$ cat src/rtl/reset_seq_pkg.sv
// Shared types and constants for the staged reset sequencer.
// The optional watchdog is enabled with the RESET_SEQ_WDT_EN define.
package reset_seq_pkg;

    typedef enum logic [1:0] {
        HOLD    = 2'd0,
        RELEASE = 2'd1,
        DONE    = 2'd2
    } seq_state_e;

    localparam logic [1:0] CAUSE_POR = 2'b00;
    localparam logic [1:0] CAUSE_SW  = 2'b01;
    localparam logic [1:0] CAUSE_WDT = 2'b10;

    function automatic int unsigned max_u(input int unsigned a, input int unsigned b);
        return (a > b) ? a : b;
    endfunction

endpackage

$ cat src/rtl/reset_seq_wdt.sv
// Watchdog for the reset sequencer: counts only while every stage is released.
// Instantiated by reset_sequencer only when RESET_SEQ_WDT_EN is defined.
module reset_seq_wdt #(
    parameter int unsigned WDT_CYCLES = 65536
) (
    input  logic clk,
    input  logic rstn,
    input  logic done_i,
    input  logic kick_i,
    output logic expire_o
);

    localparam int unsigned W = $clog2(WDT_CYCLES);
    localparam logic [W-1:0] LAST = W'(WDT_CYCLES - 1);

    logic [W-1:0] cnt_q;

    always_ff @(posedge clk or negedge rstn) begin
        if (!rstn) begin
            cnt_q <= '0;
        end else if (!done_i || kick_i) begin
            cnt_q <= '0;
        end else if (cnt_q != LAST) begin
            cnt_q <= cnt_q + 1'b1;
        end
    end

    // A kick in the terminal cycle suppresses the expiry.
    assign expire_o = done_i && !kick_i && (cnt_q == LAST);

endmodule

$ cat src/rtl/reset_sequencer.sv
// Staged reset release: hold all stages, then release them in index order with a fixed gap.
// Define RESET_SEQ_WDT_EN to add a watchdog that can request a re-sequence.
module reset_sequencer
    import reset_seq_pkg::*;
#(
    parameter int unsigned NUM_STAGES  = 4,
    parameter int unsigned HOLD_CYCLES = 16,
    parameter int unsigned GAP_CYCLES  = 8,
    parameter int unsigned WDT_CYCLES  = 65536
) (
    input  logic                  clk,
    input  logic                  rstn,
    input  logic                  sw_rst_req,
    input  logic                  wdt_kick,
    output logic [NUM_STAGES-1:0] stage_rst_n,
    output logic                  all_ready,
    output logic                  seq_busy,
    output logic [1:0]            rst_cause
);

    localparam int unsigned CNT_MAX = max_u(HOLD_CYCLES, GAP_CYCLES);
    localparam int unsigned CNT_W   = (CNT_MAX > 1) ? $clog2(CNT_MAX) : 1;
    localparam int unsigned IDX_W   = $clog2(NUM_STAGES + 1);
    localparam logic [CNT_W-1:0] HOLD_LAST = CNT_W'(HOLD_CYCLES - 1);
    localparam logic [CNT_W-1:0] GAP_LAST  = CNT_W'(GAP_CYCLES - 1);
    localparam logic [IDX_W-1:0] IDX_LAST  = IDX_W'(NUM_STAGES - 1);

    seq_state_e            state_q;
    logic [CNT_W-1:0]      cnt_q;
    logic [IDX_W-1:0]      idx_q;
    logic [NUM_STAGES-1:0] stage_q;
    logic                  ready_q;
    logic                  busy_q;
    logic [1:0]            cause_q;
    logic                  wdt_req;
    logic                  in_done;

    assign in_done = (state_q == DONE);

`ifdef RESET_SEQ_WDT_EN
    reset_seq_wdt #(
        .WDT_CYCLES(WDT_CYCLES)
    ) u_wdt (
        .clk     (clk),
        .rstn    (rstn),
        .done_i  (in_done),
        .kick_i  (wdt_kick),
        .expire_o(wdt_req)
    );
`else
    logic unused_wdt;
    assign wdt_req    = 1'b0;
    assign unused_wdt = wdt_kick ^ in_done ^ (WDT_CYCLES == 0);
`endif

    // One counter serves both hold and gap timing; it clears on every state change.
    always_ff @(posedge clk or negedge rstn) begin
        if (!rstn) begin
            state_q <= HOLD;
            cnt_q   <= '0;
            idx_q   <= '0;
            stage_q <= '0;
            ready_q <= 1'b0;
            busy_q  <= 1'b1;
            cause_q <= CAUSE_POR;
        end else if (sw_rst_req || wdt_req) begin
            state_q <= HOLD;
            cnt_q   <= '0;
            idx_q   <= '0;
            stage_q <= '0;
            ready_q <= 1'b0;
            busy_q  <= 1'b1;
            cause_q <= wdt_req ? CAUSE_WDT : CAUSE_SW;
        end else begin
            case (state_q)
                HOLD: begin
                    if (cnt_q == HOLD_LAST) begin
                        cnt_q   <= '0;
                        idx_q   <= IDX_W'(1);
                        stage_q <= NUM_STAGES'(1);
                        if (NUM_STAGES == 1) begin
                            state_q <= DONE;
                            ready_q <= 1'b1;
                            busy_q  <= 1'b0;
                        end else begin
                            state_q <= RELEASE;
                        end
                    end else begin
                        cnt_q <= cnt_q + 1'b1;
                    end
                end
                RELEASE: begin
                    if (cnt_q == GAP_LAST) begin
                        cnt_q   <= '0;
                        idx_q   <= idx_q + 1'b1;
                        stage_q <= stage_q | (NUM_STAGES'(1) << idx_q);
                        if (idx_q == IDX_LAST) begin
                            state_q <= DONE;
                            ready_q <= 1'b1;
                            busy_q  <= 1'b0;
                        end
                    end else begin
                        cnt_q <= cnt_q + 1'b1;
                    end
                end
                DONE: begin
                    cnt_q <= '0;
                end
                default: begin
                    state_q <= HOLD;
                    cnt_q   <= '0;
                    idx_q   <= '0;
                    stage_q <= '0;
                    ready_q <= 1'b0;
                    busy_q  <= 1'b1;
                end
            endcase
        end
    end

    assign stage_rst_n = stage_q;
    assign all_ready   = ready_q;
    assign seq_busy    = busy_q;
    assign rst_cause   = cause_q;

endmodule

$ cat config.mk
export PLATFORM = sky130hd
export DESIGN_NAME = reset_sequencer
export DESIGN_NICKNAME = d
export VERILOG_FILES = /design/src/rtl/reset_seq_pkg.sv /design/src/rtl/reset_seq_wdt.sv /design/src/rtl/reset_sequencer.sv
export SDC_FILE = /design/constraint.sdc
export NUM_CORES = 1
export LEC_CHECK = 0
export ABC_AREA = 0
export BUFFER_PORTS_ARGS = -buffer_cell sky130_fd_sc_hd__buf_2
export CAP_MARGIN = 0
export CORE_MARGIN = 2
export CORE_UTILIZATION = 54
export DETAILED_ROUTE_END_ITERATION = 10
export PLACE_DENSITY = 0.79
export SLEW_MARGIN = 20
export SYNTH_ARGS = -nofsm -noshare
export SYNTH_HDL_FRONTEND = slang
export SYNTH_SLANG_ARGS = --single-unit
$ cat constraint.sdc
create_clock -name clk -period 2 [get_ports clk]
set_input_delay 0.3 -clock clk [delete_from_list [all_inputs] [get_ports clk]]
set_output_delay 0.3 -clock clk [all_outputs]
set_load 0.02 [all_outputs]
==> key figures, run 1 <==
STA
  – RSZ-0062 raised after global routing: no
  – PnR worst setup slack: 0.361 ns
  – Final setup violation count: 0
  – Min cycle time layout: 1.64 ns
  – Final slew viol count: 0
  – Tcrit/Tclk final: 0.820
  – FMAX: 610 MHz
  – Setup_tns: 0 ns
  – Final Hold Fails: 0
  – Clock Skew: 0.00605 ns

Critical path
  – Reg2reg end: idx_q[2]
  – R2R setup slack: 0.36 ns
  – Worst path max stage delay: 0.41 ns
  – Crit end category: flip-flop
  – Crit path buf inv count: 0
  – R2R depth: 4
  – CP max FO: 7
  – WP data required: 2.17 ns
  – Worst Setup Start Kind: flip-flop
  – RR Startpoint: cnt_q[0]
  – CP Cell Sequence: ha_1, and3b_1, o2bb2ai_4, mux2_1
  – CP top delay family: flip-flops
  – Critical-path top delay cell: dfrtp_1
  – Critical path data arrival time: 1.81 ns
  – WS Path Type: reg -> reg

Detailed routing
  – Antenna-violating nets left: 0
  – Via count: 618
  – Drt initial violations: 6
  – Final WL: 1420 µm
  – WL/cell: 13.0 µm
  – DRC viols: 0
  – Vias per inst: 5.67
  – Drt pass-1 iters: 4

Clock tree
  – CTS tree: done
  – Clk Latency, worst-skew pair: 0.29 ns
  – CTS buffer count: 3
  – Root buffer cell: clkbuf_4
  – CTS H-tree lvls: 1
  – Deepest clock path buffer count: 2
  – Clk pin slew, worst setup/hold paths: 0.09 ns
  – Post-CTS sizing: 0
  – Clk sink count: 16

Global routing
  – Vias in the first global route: 594
  – Largest net degree at the start of global routing: 17
  – Initial antenna violation count: 0
  – Global route overflow: 0
  – Tot GR Track Use: 0.183
  – First-pass GRT wire length: 2510 µm

Place
  – Placed cell area: 908 µm²
  – I/O Buffers: 9
  – Setup slack at placement: 0.373 ns
  – Post-DP HPWL: 980 µm
  – Gp weighted congestion: 0.767

Die
  – Die Area: 0.00190 mm²
  – Starting Density: 0.568
  – I/O pin cnt: 12
  – DIE HEIGHT: 43.6 µm
  – Core area: 0.00149 mm²
  – Die width: 43.6 µm
  – Row count: 14

Finish
  – Antenna fix cells: 0
  – Nets: 104
  – Fillers: 117
  – Register area: 402 µm²
  – Share of layout cells above drive strength 1: 0.204
  – Multi-input logic area: 404 µm²
  – Fin area: 955 µm²
  – Syn-to-layout area delta: 12.9%

Synth
  – Post-Syn Area per Cell: 10.6 µm²
  – Sequential area share after synthesis: 0.475
  – Netlist cell types: 34
  – Yosys warning count: 0
  – Mapped cell area: 846 µm²
  – Cell count after synthesis: 80
  – #FFs+latches synth: 16
  – Syn nets: 90

Worst hold path
  – Min-delay worst type: in -> reg
  – Min-Delay Endpoint: stage_rst_n[0]
  – Hold-critical path depth: 2
  – Worst Hold Launch: sw_rst_req

Pwr
  – Int Pwr: 473 µW
  – Clock share of power: 0.339
  – NetSw: 152 µW
  – Switching portion of total power: 0.243
  – Seq pwr share: 0.555
  – Pwr per Cell Area: 655 mW/mm²
  – Gate power share: 0.106
  – Pleak: 0.476 nW
  – Maximum vdd drop: 0.344 mV

Flow run
  – Max_cap viols: 0

Run status
  – Status: complete, no violations
[logic make-up (layout without fill, tap and decap cells)]
kind of cell / count (synthesis) / count (layout) / synth area share
xor+xnor: 3 / 3 / 0.0311
compound gates: 17 / 17 / 0.163
simple gates: 25 / 25 / 0.154
fa+ha+maj: 6 / 6 / 0.0888
flops: 16 / 16 / 0.475
buf+inv: 9 / 22 / 0.0473
mux: 3 / 3 / 0.0370
other cells: 1 / 1 / 0.00443
[what timing repair did]
| item | CTS | global route |
|---|---|---|
| setup buffers | 0 | 0 |
| endpoints found under the hold margin | 15 | 0 |
| hold buffers | 1 | 0 |
[power groups by stage]
stage	clock, mW	sequential [mW]	combinational (mW)
final	0.212	0.347	0.0661
after global routing	0.225	0.349	0.0781
after CTS	0.218	0.347	0.0673
after detailed placement	0	0.353	0.0655
after global placement	0	0.352	0.0644
after floorplan	0	0.354	0.0436
[state kept, by name (all words and copies together) (netlist names)]
name	cells
cnt_q	4
stage_rst_n	4
idx_q	3
state_q	2
all_ready	1
rst_cause	1
seq_busy	1
[through the flow]
step / utilization / hold WS, ns / total power [mW] / std cells
after CTS: 0.641 / 0.258 / 0.632 / 109
after floorplan: - / 0.00441 / 0.397 / 80
after global placement: 0.610 / 0.221 / 0.416 / 104
after global routing: 0.641 / 0.280 / 0.651 / 109
after detailed placement: 0.610 / 0.228 / 0.419 / 104
final: 0.641 / 0.269 / 0.625 / 109
[Yosys cell counts]
library cell	count	area share
dfrtp_1	15	0.44
nor2_1	8	0.036
ha_1	6	0.089
inv_1	6	0.027
nand2_1	6	0.027
o21ai_0	4	0.024
nand3_1	3	0.018
o22ai_1	3	0.022
mux2i_1	2	0.024
o2111ai_1	2	0.021
xnor2_1	2	0.021
a211o_1	1	0.010
a21o_1	1	0.0089
a21oi_1	1	0.0059
a221oi_1	1	0.010
a32oi_1	1	0.010
and2_1	1	0.0074
and3b_1	1	0.010
buf_2	1	0.0059
buf_4	1	0.0089
clkbuf_2	1	0.0059
conb_1	1	0.0044
dfstp_2	1	0.031
mux2_1	1	0.013
nand2b_1	1	0.0074
nand4b_2	1	0.018
nor2b_1	1	0.0074
nor3_1	1	0.0059
o211ai_1	1	0.0089
o21a_1	1	0.0089
o2bb2ai_4	1	0.033
or2_2	1	0.0074
or3b_1	1	0.010
xor2_1	1	0.010
[cells in the final DEF (no fill, tap or decap), drive strengths merged, types with 2 or more instances in the layout]
cell,count
dfrtp,15
buf,11
nor2,8
inv,6
nand2,6
ha,6
o21ai,4
clkbuf,4
nand3,3
o22ai,3
xnor2,2
mux2i,2
o2111ai,2
[per-layer routing]
layer  share of wire  track usage
met4           0.030        0.139
met3           0.032       0.0375
met2            0.50        0.291
met1            0.44        0.214
met5               0            0
[worst max-delay path by stage]
stage	start	endpoint	slack (ns)	cells past startpoint
3_3_place_gp	state_q[1]	idx_q[2]	0.40	3
2_1_floorplan	cnt_q[0]	idx_q[2]	0.49	4
6_report	cnt_q[0]	idx_q[2]	0.36	4
5_1_grt	cnt_q[0]	idx_q[2]	0.29	4
3_5_place_dp	cnt_q[0]	idx_q[2]	0.37	4
4_1_cts	cnt_q[0]	idx_q[2]	0.35	4
[final cells by class]
type | instances | area share
multi-input combinational | 55 | 0.423
timing repair buffer | 12 | 0.0734
sequential | 16 | 0.421
clock buffer | 4 | 0.0380
inverter | 6 | 0.0236
tap | 16 | 0.0210
No activity file was read; power rests on OpenSTA's default activity.
==> run 2, diff against run 1 <==
ABC_AREA = 1   (was 0)
CORE_UTILIZATION = 49   (was 54)
PLACE_DENSITY = 0.75   (was 0.79)
clock period = 1.45 ns   (was 2 ns; I/O delays follow)
==> run 2 against run 1 <==
  * Flip-flop and latch count unchanged
  * Clock-buffer cell count unchanged
  * Wire length increased by 6.4%
  * Setup slack got worse by 0.29 ns
  * Combinational power increased to 11 times the previous value
  * Clock power increased by 14%
  * Hold slack got worse by 0.063 ns
  * Synthesized cell count increased by 26%
  * Highest routed layer unchanged
==> key figures, run 2 <==
STA
  – Setup_tns: 0 ns (unchanged)
  – FMAX: 726 MHz (+19%)
  – Tcrit/Tclk final: 0.950 (+0.130)
  – PnR worst setup slack: 0.0728 ns (-0.288 ns)
  – RSZ-0062 raised after global routing: no
  – Min cycle time layout: 1.38 ns (-0.262 ns)
  – Clock Skew: 0.00354 ns (-0.00251 ns)
  – Final slew viol count: 0 (unchanged)
  – Final setup violation count: 0 (unchanged)
  – Final Hold Fails: 0 (unchanged)

Synth
  – Top cells by area, synth: dfrtp_1, nand2_1, ha_1
  – Async SR Flop Fraction: 1.00 (unchanged)
  – Syn nets: 111 (+23%)
  – List of most frequent post-synthesis cells: nand2_1, dfrtp_1, inv_1
  – Top-count cell post-synth: nand2_1
  – Yosys warning count: 0 (unchanged)
  – Post-synth EDFFs: 0 (unchanged)
  – Post-synth top area share: 0.432 (-0.0121)
  – Netlist cell types: 20 (-41%)
  – Post-Syn Area per Cell: 8.61 µm² (-19%)
  – Sequential area share after synthesis: 0.462 (-0.0130)
  – Top_reg_cell synth: dfrtp_1
  – Mapped cell area: 870 µm² (+2.8%)
  – #FFs+latches synth: 16 (unchanged)
  – Cell count after synthesis: 101 (+26%)
  – Cell taking the most area after synthesis: dfrtp_1

Run status
  – Status: complete, no violations

Die
  – DIE HEIGHT: 46.1 µm (+5.9%)
  – I/O pin cnt: 12 (unchanged)
  – Die Area: 0.00213 mm² (+12%)
  – Core area: 0.00169 mm² (+13%)
  – Die width: 46.1 µm (+5.9%)
  – Row count: 15 (+1)
  – Starting Density: 0.515 (-0.0533)

Critical path
  – Most used cell, CP: ha_1
  – Worst path max stage delay: 0.42 ns (about the same)
  – WP data required: 1.67 ns (-0.50 ns)
  – CP Cell Sequence: ha_1, ha_1, or2_2, o21ai_2
  – Worst Setup Start Kind: flip-flop
  – RR Startpoint: idx_q[0]
  – WS Path Type: reg -> reg
  – Critical-path top delay cell: dfrtp_1
  – Critical path origin: idx_q[0]
  – Crit end category: flip-flop
  – CP max FO: 4 (-3)
  – Critical path data arrival time: 1.60 ns (-0.21 ns)

Clock tree
  – Clk sink count: 16 (unchanged)
  – CTS H-tree lvls: 1 (unchanged)
  – Clk pin slew, worst setup/hold paths: 0.09 ns (about the same)
  – CTS buffer count: 3 (unchanged)
  – Root buffer cell: clkbuf_4
  – Clk Latency, worst-skew pair: 0.28 ns (about the same)
  – CTS tree: done
  – Deepest clock path buffer count: 2 (unchanged)

Finish
  – Nets: 128 (+23%)
  – Share of layout cells above drive strength 1: 0.265 (+0.0607)
  – Fin cells: 134 (+23%)
  – Fin area: 986 µm² (+3.3%)
  – Most common cell after layout, fill and taps aside: nand2_1
  – Antenna fix cells: 0 (unchanged)
  – Most frequent cells in the layout: nand2_1, inv_1, dfrtp_1
  – Syn-to-layout area delta: 13.4%

Global routing
  – Initial antenna violation count: 0 (unchanged)
  – Global route overflow: 0 (unchanged)
  – Largest net degree at the start of global routing: 17 (unchanged)
  – Vias in the first global route: 572 (-3.7%)
  – First-pass GRT wire length: 2420 µm (-3.8%)
  – Tot GR Track Use: 0.172 (-0.0112)

Pwr
  – Maximum vdd drop: 0.878 mV (+150%)
  – Total power: 1.66 mW (+170%)
  – Pleak: 0.521 nW (+9.5%)
  – Pwr per Cell Area: 1680 mW/mm² (+160%)

Place
  – Placed cell area: 932 µm² (+2.6%)
  – Post-DP HPWL: 1160 µm (+18%)
  – Setup slack at placement: 0.0788 ns (-0.294 ns)
  – Gp weighted congestion: 0.782 (+1.9%)
  – I/O Buffers: 9 (unchanged)
  – Placed Cells: 127 (+22%)

Worst hold path
  – Min-delay worst type: in -> reg
  – Worst Hold Launch: sw_rst_req

Detailed routing
  – Final WL: 1510 µm (+6.4%)
  – WL/cell: 11.3 µm (-13%)
  – Antenna-violating nets left: 0 (unchanged)
  – Drt initial violations: 11 (+5)
  – Via count: 666 (+7.8%)
  – Vias per inst: 4.97 (-12%)
  – Drt pass-1 iters: 4 (unchanged)
  – DRC viols: 0 (unchanged)

Flow run
  – Max_cap viols: 0 (unchanged)
[run 2: cell count changes after synthesis, moves of 3 or more]
cell,before,now
nand2_1,6,24
o21ai_2,0,6
a21oi_1,1,4
inv_1,6,15
o22ai_1,3,0
[run 2: cells by family (layout without fill, tap and decap cells)]
logic type,count (synthesis),in the layout,synth area share
adders and majority gates,6,6,0.0863
DFF,16,16,0.462
other,1,1,0.00431
buffers and inverters,17,33,0.0863
AOI/OAI and AO/OA,17,17,0.129
xor gates and xnor gates,1,1,0.0101
and+or+nand+nor,43,43,0.222
[run 2: power breakdown]
group / internal (mW) / switching, mW
Clock: 0.107 / 0.135
Sequential: 0.584 / 0.108
Combinational: 0.290 / 0.436
[run 2: what timing repair did]
item	CTS	global route
hold endpoints to repair	15	0
hold buffers	1	0
setup endpoints to repair	0	3
buffers inserted	0	2
gates resized for setup	0	3
[run 2: path summary, 6_finish.rpt]
kind	end	slack, ns	cells past startpoint
max in group asynchronous	seq_busy	0.79	2
worst max register to register	idx_q[2]	0.07	4
worst min register to register	cnt_q[0]	0.47	1
worst max-delay path	idx_q[2]	0.07	4
worst min-delay path	cnt_q[1]	0.21	2
min in group asynchronous	idx_q[2]	0.36	2
[run 2: layout make-up]
class,count,area [µm²]
Fill cell,154,703
Sequential cell,16,402
Multi-Input combinational cell,68,395
Timing Repair Buffer,14,85.1
Inverter,15,56.3
Clock buffer,4,26.3
Tap cell,17,21.3
[run 2: metrics by stage]
step / util / hold slack, ns
2_1_floorplan: - / -0.0781
4_1_cts: 0.573 / 0.199
6_report: 0.584 / 0.205
3_3_place_gp: 0.552 / 0.147
3_5_place_dp: 0.552 / 0.151
5_1_grt: 0.584 / 0.215
[run 2: routing by layer]
layer  routed length, µm  GRT usage
met1                 711      0.210
met2                 761      0.267
met3                  23     0.0471
met4                  13      0.103
met5                   0          0
[run 2: critical path, delay by kind of cell (launching register included)]
family | cells | cell delay [ns]
AO/OA/AOI/OAI | 1 | 0.13
adder cells (fa/ha/maj) | 2 | 0.47
flip-flops | 1 | 0.42
AND/OR/NAND/NOR | 1 | 0.30
==> run 3, diff against run 2 <==
CORE_UTILIZATION = 58   (was 49)
PLACE_DENSITY = 0.83   (was 0.75)
clock period = 1.62 ns   (was 1.45 ns; I/O delays follow)
==> run 3 against run 2 <==
  * Non-clock buffer count fell by 4
  * Clock skew decreased by 0.0029 ns
  * Setup slack improved by 0.066 ns
  * First-iteration DRC count up 64%
  * Combinational power down 20%
  * Largest power group is now sequential cells
  * Core utilization is 13 points higher
  * Total power fell by 12%
==> key figures, run 3 (same netlist as run 2, synthesis figures left out) <==
Clock tree
  – CTS H-tree lvls: 1 (unchanged)
  – CTS buffer count: 3 (unchanged)
  – CTS tree: done
  – Clk sink count: 16 (unchanged)
  – Root buffer cell: clkbuf_4
  – Clk pin slew, worst setup/hold paths: 0.09 ns (about the same)
  – Deepest clock path buffer count: 2 (unchanged)
  – Clk Latency, worst-skew pair: 0.29 ns (about the same)

STA
  – Final Hold Fails: 0 (unchanged)
  – Clock Skew: 0.000630 ns (-0.00291 ns)
  – Final Hold Slack: 0.206 ns (+0.000824 ns)
  – Tcrit/Tclk final: 0.914 (-0.0354)
  – Final slew viol count: 0 (unchanged)
  – Min cycle time layout: 1.48 ns (+0.104 ns)
  – FMAX: 675 MHz (-7.0%)
  – RSZ-0062 raised after global routing: no
  – Final setup violation count: 0 (unchanged)
  – Setup_tns: 0 ns (unchanged)

Critical path
  – Stages on the worst setup path: 8 (+4)
  – Worst Setup Start Kind: flip-flop
  – Reg2reg end: idx_q[0]
  – CP Cell Sequence: ha_1, nand2_1, inv_1, nand2_1, nand2_2, nand3_2, nand2_1, o21ai_2
  – Crit path buf inv count: 1 (+1)
  – WS Path Type: reg -> reg
  – CP max FO: 13 (+9)
  – Critical path origin: cnt_q[0]
  – Setup crit end: idx_q[0]
  – R2R depth: 8 (+4)
  – R2R setup slack: 0.14 ns (+0.07 ns)
  – RR Startpoint: cnt_q[0]
  – Critical path data arrival time: 1.66 ns (+0.06 ns)
  – Critical-path top delay cell: dfrtp_1
  – Most used cell, CP: nand2_1
  – Crit end category: flip-flop
  – Worst path max stage delay: 0.39 ns (-0.03 ns)
  – WP data required: 1.80 ns (+0.13 ns)
  – CP top delay family: simple AND/OR/NAND/NOR gates

Global routing
  – First-pass GRT wire length: 2510 µm (+4.0%)
  – Vias in the first global route: 580 (+1.4%)
  – Global route overflow: 0 (unchanged)
  – Initial antenna violation count: 0 (unchanged)
  – Tot GR Track Use: 0.184 (+0.0119)
  – Largest net degree at the start of global routing: 17 (unchanged)

Die
  – Row count: 13 (-2)
  – I/O pin cnt: 12 (unchanged)
  – Die Area: 0.00183 mm² (-14%)
  – Starting Density: 0.644 (+0.129)
  – DIE HEIGHT: 42.7 µm (-7.4%)
  – Core area: 0.00135 mm² (-20%)
  – Die width: 42.7 µm (-7.4%)

Finish
  – Syn-to-layout area delta: 10.5%
  – Most frequent cells in the layout: nand2_1, inv_1, dfrtp_1
  – Fin cells: 128 (-4.5%)
  – Nets: 124 (-3.1%)
  – Multi-input logic area: 393 µm² (-0.63%)
  – Antenna fix cells: 0 (unchanged)
  – Register area: 402 µm² (unchanged)
  – Most common cell after layout, fill and taps aside: nand2_1
  – Share of layout cells above drive strength 1: 0.239 (-0.0260)
  – Core Util, Final: 0.712 (+0.128)
  – Fillers: 103 (-33%)

Pwr
  – Pwr per Cell Area: 1530 mW/mm² (-9.3%)
  – Maximum vdd drop: 1.01 mV (+15%)
  – Pleak: 0.507 nW (-2.8%)
  – Total power: 1.47 mW (-12%)

Place
  – Placed Cells: 123 (-3.1%)
  – I/O Buffers: 9 (unchanged)
  – Post-DP HPWL: 1070 µm (-7.2%)
  – Gp weighted congestion: 0.858 (+9.8%)

Detailed routing
  – Drt initial violations: 18 (+7)
  – Via count: 654 (-1.8%)
  – Drt pass-1 iters: 4 (unchanged)
  – Vias per inst: 5.11 (+2.8%)
  – DRC viols: 0 (unchanged)
  – Final WL: 1470 µm (-2.7%)
  – Antenna-violating nets left: 0 (unchanged)
  – WL/cell: 11.5 µm (+1.8%)

Run status
  – Status: complete, no violations

Worst hold path
  – Min-delay worst type: in -> reg

Flow run
  – Max_cap viols: 0 (unchanged)
run 3: where the power goes:
part / total [mW] / internal (mW) / switching [mW] / leakage [nW]
Sequential: 0.619 / 0.523 / 0.0962 / 0.206
Combinational: 0.582 / 0.205 / 0.377 / 0.280
Clock: 0.266 / 0.137 / 0.129 / 0.0210
Total: 1.47 / 0.864 / 0.603 / 0.507
run 3: worst register-to-register path: stages, from the launching register on:
cell and delay (ns):
dfrtp_1 0.39, ha_1 0.20, nand2_1 0.06, inv_1 0.07
nand2_1 0.07, nand2_2 0.10, nand3_2 0.26, nand2_1 0.17
o21ai_2 0.06
run 3: per-layer routing:
metal | vias to the layer above | wire length (µm) | track usage
li1 | 339 | - | -
met1 | 288 | 721 | 0.251
met2 | 23 | 622 | 0.270
met3 | 4 | 98 | 0.0383
met4 | 0 | 26 | 0.100
met5 | - | 0 | 0
run 3: worst min-delay path by stage:
stage / start / slack [ns] / to / cells after the start
2_1_floorplan: rstn / -0.05 / all_ready / 0
3_3_place_gp: rstn / 0.17 / cnt_q[0] / 1
3_5_place_dp: rstn / 0.17 / cnt_q[2] / 1
4_1_cts: sw_rst_req / 0.20 / cnt_q[1] / 2
5_1_grt: sw_rst_req / 0.21 / cnt_q[1] / 2
6_report: sw_rst_req / 0.21 / cnt_q[1] / 2
run 3: cell type report:
cell class                 count  share of cell area
sequential                    16               0.418
multi-input combinational     68               0.409
inverter                      15              0.0586
timing repair buffer          10              0.0573
clock buffer                   4              0.0378
tap                           15              0.0195
run 3: through the flow:
step	cell area (µm²)	setup slack (ns)
final	961	0.139
after global routing	961	0.0113
after CTS	961	0.148
after detailed placement	915	0.178
after global placement	915	0.207
after floorplan	870	0.299
run 3: repair_timing:
item / 4_1_cts / 5_1_grt
resized for setup: 0 / 0
hold endpoints to repair: 15 / 0
setup endpoints to repair: 0 / 0
buffers inserted: 0 / 0
hold buffers: 1 / 0
